## src/rtl/regfile_write_arbiter_if.sv

```systemverilog
// regfile_write_arbiter_if: producer handshakes plus register file write port
interface regfile_write_arbiter_if #(parameter int N = 16, parameter int NREG = 8, parameter int AW = 3);
  logic req0_valid, req0_ready, req1_valid, req1_ready, write_enable, same_addr_conflict;
  logic [AW-1:0] req0_addr, req1_addr, write_addr;
  logic [N-1:0] req0_data, req1_data, write_data;
  logic [NREG-1:0] pending_mask;
  modport master (
    output req0_valid, req0_addr, req0_data, req1_valid, req1_addr, req1_data,
    input req0_ready, req1_ready, write_enable, write_addr, write_data, pending_mask, same_addr_conflict
  );
  modport slave (
    input req0_valid, req0_addr, req0_data, req1_valid, req1_addr, req1_data,
    output req0_ready, req1_ready, write_enable, write_addr, write_data, pending_mask, same_addr_conflict
  );
endinterface

```

## src/rtl/regfile_write_arbiter.sv

```systemverilog
// regfile_write_arbiter: two one-entry slots drained onto the single register file write port
module regfile_write_arbiter #(parameter int N = 16, parameter int NREG = 8, parameter int AW = 3) (
  input logic clk,
  input logic rst,
  regfile_write_arbiter_if.slave bus
);
  logic [1:0] full;
  logic [AW-1:0] addr [2];
  logic [N-1:0] data [2];
  logic last_grant, older, same, grant0, grant1, acc0, acc1;
  // equal addresses drain oldest first so the younger value lands last
  always_comb begin
    same = &full && addr[0] == addr[1];
    grant1 = full[1] && (!full[0] || (same ? older : !last_grant));
    grant0 = full[0] && !grant1;
    acc0 = bus.req0_valid && (!full[0] || grant0);
    acc1 = bus.req1_valid && (!full[1] || grant1);
  end
  assign bus.req0_ready = !full[0] || grant0;
  assign bus.req1_ready = !full[1] || grant1;
  assign bus.write_enable = grant0 || grant1;
  assign bus.write_addr = grant0 ? addr[0] : grant1 ? addr[1] : '0;
  assign bus.write_data = grant0 ? data[0] : grant1 ? data[1] : '0;
  assign bus.same_addr_conflict = same;
  for (genvar r = 0; r < NREG; r++) begin : g_mask
    assign bus.pending_mask[r] = (full[0] && addr[0] == AW'(r)) || (full[1] && addr[1] == AW'(r));
  end
  always_ff @(posedge clk or posedge rst) begin
    if (rst) begin
      full <= '0;
      addr[0] <= '0;
      addr[1] <= '0;
      data[0] <= '0;
      data[1] <= '0;
      last_grant <= 1'b1;
      older <= 1'b0;
    end else begin
      full <= {acc1 || (full[1] && !grant1), acc0 || (full[0] && !grant0)};
      if (acc0) begin
        addr[0] <= bus.req0_addr;
        data[0] <= bus.req0_data;
      end
      if (acc1) begin
        addr[1] <= bus.req1_addr;
        data[1] <= bus.req1_data;
      end
      if (grant0 || grant1) last_grant <= grant1;
      older <= acc0 && acc1 ? 1'b0 :
               acc0 && full[1] && !grant1 ? 1'b1 :
               acc1 && full[0] && !grant0 ? 1'b0 : older;
    end
  end
endmodule
```

## src/flat_wrapper.sv

```systemverilog
// flat-port wrapper written by rule: the top's interface ports become plain ports
module regfile_write_arbiter_flat 
#(parameter int N = 16, parameter int NREG = 8, parameter int AW = 3)
  (clk, rst, bus_req0_valid, bus_req0_addr, bus_req0_data, bus_req1_valid, bus_req1_addr, bus_req1_data, bus_req0_ready, bus_req1_ready, bus_write_enable, bus_write_addr, bus_write_data, bus_pending_mask, bus_same_addr_conflict);
  regfile_write_arbiter_if #(.N(N), .NREG(NREG), .AW(AW)) bus_i ();
  input logic clk;
  input logic rst;
  input wire logic [$bits(bus_i.req0_valid)-1:0] bus_req0_valid;
  input wire logic [$bits(bus_i.req0_addr)-1:0] bus_req0_addr;
  input wire logic [$bits(bus_i.req0_data)-1:0] bus_req0_data;
  input wire logic [$bits(bus_i.req1_valid)-1:0] bus_req1_valid;
  input wire logic [$bits(bus_i.req1_addr)-1:0] bus_req1_addr;
  input wire logic [$bits(bus_i.req1_data)-1:0] bus_req1_data;
  output wire logic [$bits(bus_i.req0_ready)-1:0] bus_req0_ready;
  output wire logic [$bits(bus_i.req1_ready)-1:0] bus_req1_ready;
  output wire logic [$bits(bus_i.write_enable)-1:0] bus_write_enable;
  output wire logic [$bits(bus_i.write_addr)-1:0] bus_write_addr;
  output wire logic [$bits(bus_i.write_data)-1:0] bus_write_data;
  output wire logic [$bits(bus_i.pending_mask)-1:0] bus_pending_mask;
  output wire logic [$bits(bus_i.same_addr_conflict)-1:0] bus_same_addr_conflict;
  assign bus_i.req0_valid = bus_req0_valid;
  assign bus_i.req0_addr = bus_req0_addr;
  assign bus_i.req0_data = bus_req0_data;
  assign bus_i.req1_valid = bus_req1_valid;
  assign bus_i.req1_addr = bus_req1_addr;
  assign bus_i.req1_data = bus_req1_data;
  assign bus_req0_ready = bus_i.req0_ready;
  assign bus_req1_ready = bus_i.req1_ready;
  assign bus_write_enable = bus_i.write_enable;
  assign bus_write_addr = bus_i.write_addr;
  assign bus_write_data = bus_i.write_data;
  assign bus_pending_mask = bus_i.pending_mask;
  assign bus_same_addr_conflict = bus_i.same_addr_conflict;
  regfile_write_arbiter #(.N(N), .NREG(NREG), .AW(AW)) u_core (.clk(clk), .rst(rst), .bus(bus_i));
endmodule
```

## config.mk

```make
export PLATFORM = sky130hd
export DESIGN_NAME = regfile_write_arbiter_flat
export DESIGN_NICKNAME = d
export VERILOG_FILES = /design/src/rtl/regfile_write_arbiter_if.sv /design/src/rtl/regfile_write_arbiter.sv /design/src/flat_wrapper.sv
export SDC_FILE = /design/constraint.sdc
export NUM_CORES = 1
export LEC_CHECK = 0
export CORE_MARGIN = 1
export CORE_UTILIZATION = 49
export CTS_CLUSTER_DIAMETER = 200
export DETAILED_ROUTE_END_ITERATION = 10
export HOLD_SLACK_MARGIN = 0.05
export PLACE_DENSITY = 0.85
export SLEW_MARGIN = 5
export SYNTH_ARGS = -nofsm -noshare
export SYNTH_HDL_FRONTEND = slang
export SYNTH_SLANG_ARGS = --single-unit
```

## constraint.sdc

```tcl
create_clock -name clk -period 6.6 [get_ports clk]
set_input_delay 0.66 -clock clk [delete_from_list [all_inputs] [get_ports clk]]
set_output_delay 0.66 -clock clk [all_outputs]
set_load 0.005 [all_outputs]
```

== Yosys cells after proc, flatten, opt, wreduce, memory -nomap -nowiden ==
Index checks and enable logic that the tools add are counted.
Cells by class
  $add $sub $neg: 0
  $mul: 0
  div/mod/pow operators: 0
  $lt $le $gt $ge: 0
  equality and inequality tests: 15
  shift operators: 0
  muxes and demuxes: 8
  bitwise gates (word level): 0
  reductions and logical operators: 51
Operators with widths (number)
  $mux 16: 2
  $logic_and 1x1->1: 28
  $eq 3x3->1 const B: 8
  $logic_or 1x1->1: 14
  $eq 3x2->1 const B: 4
  $eq 3x1->1 const B: 2
  $logic_not 3->1: 2
  $mux 3: 2
  $logic_not 1->1: 5
  $mux 1: 4
  $eq 3x3->1: 1
  $reduce_bool 3->1: 1
  $reduce_and 2->1: 1
Storage, ports and cells
  flip-flop bits (word level): 42
  latch bits: 0
  RAM bits: 0
  ROM bits: 0
  input bits: 42
  output and inout port bits: 31
  memories: 0

== Logic depth before layout (Yosys ltp) ==
  depth in word-level cells: 13
  mapped depth: 7

== Worst setup path before layout ==
OpenSTA, ideal clock, no wires.
  path kind: reg2out
  start: register u_core.addr[4] (netlist bit)
  end: output port bus_write_addr[0]
  data arrival time: 1923 ps
  setup slack: 4017 ps
  cell stages (with the launch flop): 7
  buffers on the path: 2
  cells stage by stage: dfrtp_1 buf_6 xor2_1 or4_4 a31oi_2 buf_2 a22o_1
On the way
  word-level cells in the longest chain between the ends: 8
  elaborated cells between the ends (all ways): 9
RTL lines
  start, declared: RTL line regfile_write_arbiter.sv:8  | logic [AW-1:0] addr [2];
  $eq 3x3->1 *: RTL line regfile_write_arbiter.sv:13  | same = &full && addr[0] == addr[1];
  $logic_and 1x1->1 *: RTL line regfile_write_arbiter.sv:13
  $mux 1 *: RTL line regfile_write_arbiter.sv:14  | grant1 = full[1] && (!full[0] || (same ? older : !last_grant));
  $logic_or 1x1->1 *: RTL line regfile_write_arbiter.sv:14
  $logic_and 1x1->1 *: RTL line regfile_write_arbiter.sv:14
  $logic_not 1->1: RTL line regfile_write_arbiter.sv:15  | grant0 = full[0] && !grant1;
  $logic_and 1x1->1: RTL line regfile_write_arbiter.sv:15
  $mux 3 *: RTL line regfile_write_arbiter.sv:22  | assign bus.write_addr = grant0 ? addr[0] : grant1 ? addr[1] : '0;
  end, declared: RTL line flat_wrapper.sv:17  | output wire logic [$bits(bus_i.write_addr)-1:0] bus_write_addr;
Mark *: on every way between the ends. The rest lies on a longest branch, timed or not.

== Worst setup path in the final report ==
  start: register u_core.addr[4] (netlist bit)
  end: output port bus_write_data[15]
On the way
  word-level cells in the longest chain between the ends: 8
  elaborated cells between the ends (all ways): 9
RTL lines
  $eq 3x3->1 *: RTL line regfile_write_arbiter.sv:13
  $logic_and 1x1->1 *: RTL line regfile_write_arbiter.sv:13
  $mux 1 *: RTL line regfile_write_arbiter.sv:14
  $logic_or 1x1->1 *: RTL line regfile_write_arbiter.sv:14
  $logic_and 1x1->1 *: RTL line regfile_write_arbiter.sv:14
  $logic_not 1->1: RTL line regfile_write_arbiter.sv:15
  $logic_and 1x1->1: RTL line regfile_write_arbiter.sv:15
  $mux 16 *: RTL line regfile_write_arbiter.sv:23  | assign bus.write_data = grant0 ? data[0] : grant1 ? data[1] : '0;
  end, declared: RTL line flat_wrapper.sv:18  | output wire logic [$bits(bus_i.write_data)-1:0] bus_write_data;
Marked as above.

==> impl_metrics.tcl <==
set metrics [dict create \
    initial_utilization_pct 52.4 \
    wl_met1_microns 2000 \
    status "finished clean" \
    postRouteAntennaNets 0 \
    timing.final.crit_period_ps 3790 \
    dp_cells 284 \
    critPathMaxFanout 18 \
    cp-start-kind "register" \
    post-dp-hpwl_microns 3200 \
    cap_violations 0 \
    clock_latency_ps 280 \
    worst_slew_pin_slew_ps 1070 \
    rrSetupSlack_ps 3810 \
    syn-cell-area_sq_um 2160 \
    dr.pass1.iters 4 \
    grt_pass1_wl_microns 7460 \
    hold_start "u_core.data[6]" \
    nNetsFinal 283 \
    synthToLayoutAreaGrowth_pct 36.9 \
    routed_wl_microns 4430 \
    place_congestion 0.865 \
    cts_buffers 5 \
    arrival_ps 3130 \
    min_period_over_period_pct 57.5 \
    slew_headroom_pct 28.5 \
    wl_per_cell_microns 15.2 \
    slew_viol_final 0 \
    synthTopCellsByArea "dfrtp_1 48%, mux2_2 15%, a22o_1 7.3%" \
    antennaDiodeCount 0 \
    setup_viol 0 \
    antenna_found_initial 0 \
    cp.required_ps 5940 \
    clockBufferDepth 2 \
    synth_seq_area_share_pct 48.8 \
    p_leak_nw 1.23 \
    hold_end "u_core.data[6]" \
    path_clk_slew_ps 70 \
    route.met3.wl_microns 285 \
    cp-end-kind "primary output" \
    syn_nets 213 \
    rr_endpoint "u_core.data[22]" \
    cts_root_buffer "clkbuf_8" \
    cp_top_family "compound AO/OA/AOI/OAI gates" \
    vias_per_cell 5.57 \
    slowest_stage "a31oi_2" \
    avgSynthCellArea_sq_um 12.6 \
    clock_sinks 42 \
    fin_util_pct 71.7 \
    die_h_microns 68.3 \
    synth_cells 171 \
    slowest_delay_ps 790 \
    grt_max_degree 43 \
    whs_path_depth 1 \
    dieArea_sq_um 4670 \
    setup.worst_path.class "register to primary output" \
    crit_chain "xor2_1 > or4_4 > a31oi_2 > a22o_1 > clkdlybuf4s50_1" \
    drt_iter0_drc 82 \
    r2r_cells 4 \
    yosysTopAreaCell "dfrtp_1" \
    yosysWarningCount 0 \
    timing.fmax_mhz 264 \
    fin_skew_ps 2.76 \
    hold_violations 0 \
    cts_tree "done" \
    p_per_area_nw_per_um2 507 \
    dieWidth_microns 68.3 \
    grt_overflow_total 0 \
    dr_total_vias 1621 \
    cts_setup_buffers 0 \
    grt_pass1_vias 1646 \
    io_pins 73 \
    synth_cell_type_count 35 \
    remaining_drc_errors 0 \
    path_buf_inv 1 \
    hold_class "register to register" \
    fin_setup_tns_ps 0 \
    core_area_sq_um 4120 \
    ctsHtreeMaxLevel 2 \
    drive_above_1_share_pct 22.0 \
    synth_top_area_share_pct 47.6 \
    rsz0062_at_grt "no" \
    r2r_start "u_core.addr[4]" \
    row_count 23 \
    cts_resized 0 \
    ctsHoldBuffers 0 \
    port_buffers 72 \
    top_layer "met4" \
    grtUsageTotal_pct 22.0 \
    stdcell_count 291 \
    peakVddDrop_uv 274 \
    yosys_register_bits 42 \
    route.met2.wl_microns 2050 \
]
## worst max-delay path by stage
stage,end,depth (start not counted),startpoint,slack [ps]
after floorplan,bus_write_addr[0],6,u_core.addr[4],4020
after global placement,bus_write_data[15],5,u_core.addr[4],3130
after detailed placement,bus_write_data[15],5,u_core.addr[4],3090
after CTS,bus_write_data[15],5,u_core.addr[4],2770
after global routing,bus_write_data[8],5,u_core.addr[4],2610
final,bus_write_data[15],5,u_core.addr[4],2810
## sequential cells by signal (all words and copies together), names as in the netlist
register / count
u_core.addr: 6
u_core.last_grant: 1
u_core.older: 1
u_core.full: 2
u_core.data: 32
## stage by stage
stage / setup slack, ps / instance area, sq um / hold slack (ps) / power (mW)
global route: 2610 / 2950 / 526 / 1.61
finish: 2810 / 2950 / 510 / 1.50
floorplan: 4020 / 2160 / 480 / 0.989
CTS: 2770 / 2950 / 513 / 1.51
global placement: 3130 / 2870 / 488 / 1.34
detailed placement: 3090 / 2870 / 496 / 1.35
## layout by cell type, fill, tap and decap left out, types with 3 or more instances in the layout
| cell | count |
|---|---|
| o22ai_1 | 7 |
| clkbuf_8 | 5 |
| a21oi_1 | 4 |
| nand2b_1 | 5 |
| xor2_1 | 3 |
| a22o_1 | 18 |
| mux2_4 | 10 |
| xnor2_1 | 3 |
| mux2_2 | 28 |
| nand2_1 | 6 |
| o21ai_0 | 4 |
| dfrtp_1 | 41 |
| inv_1 | 5 |
| clkdlybuf4s50_1 | 72 |
| nor2_1 | 3 |
## layer usage
layer  vias up  global-route usage, %
met4         0                   10.2
li1        772                      -
met1       776                   28.2
met3         7                   5.50
met2        66                   34.7
met5         -                      0
## final cells by class
type	count	area [sq um]
Clock buffer	7	76.3
Fill cell	321	1160
Inverter	5	18.8
Multi-Input combinational cell	113	1000
Sequential cell	42	1050
Tap cell	50	62.6
Timing Repair Buffer	74	736
## synthesized netlist by cell type
library cell   n
dfrtp_1       41
mux2_2        28
a22o_1        18
mux2_4        10
o22ai_1        7
nand2_1        6
inv_1          5
nand2b_1       5
a21oi_1        4
o21ai_0        4
buf_2          3
buf_6          3
clkbuf_1       3
nor2_1         3
xnor2_1        3
xor2_1         3
nand3_1        2
nor4_1         2
o31ai_1        2
o32ai_1        2
or2_2          2
or2b_1         2
a211oi_2       1
a21o_1         1
a31o_2         1
a31oi_2        1
a41o_1         1
and2_1         1
and3_1         1
buf_12         1
buf_4          1
dfstp_2        1
nor3_1         1
nor3_2         1
or4_4          1
## where the power goes
part / leakage (nW) / internal (mW) / total [mW] / switching (mW)
clock network: 0.0383 / 0.0728 / 0.149 / 0.0766
registers: 0.489 / 0.379 / 0.486 / 0.107
logic: 0.705 / 0.532 / 0.860 / 0.328
## cell families (layout without fill, tap and decap cells)
kind of cell           count (synthesis)  count (layout)  share of synthesized area, %
multiplexers                          38              38                          21.6
AO/OA/AOI/OAI                         42              42                          15.1
buffers and inverters                 16              86                          4.93
XOR/XNOR                               6               6                          2.44
flip-flops                            42              42                          48.8
AND/OR/NAND/NOR                       27              27                          7.14
## worst register-to-register path: stages, from the launching register on
cell and delay [ps]:
dfrtp_1 480, xor2_1 250, o31ai_1 570, a41o_1 950
mux2_2 420
No activity file was read; power rests on OpenSTA's default activity.
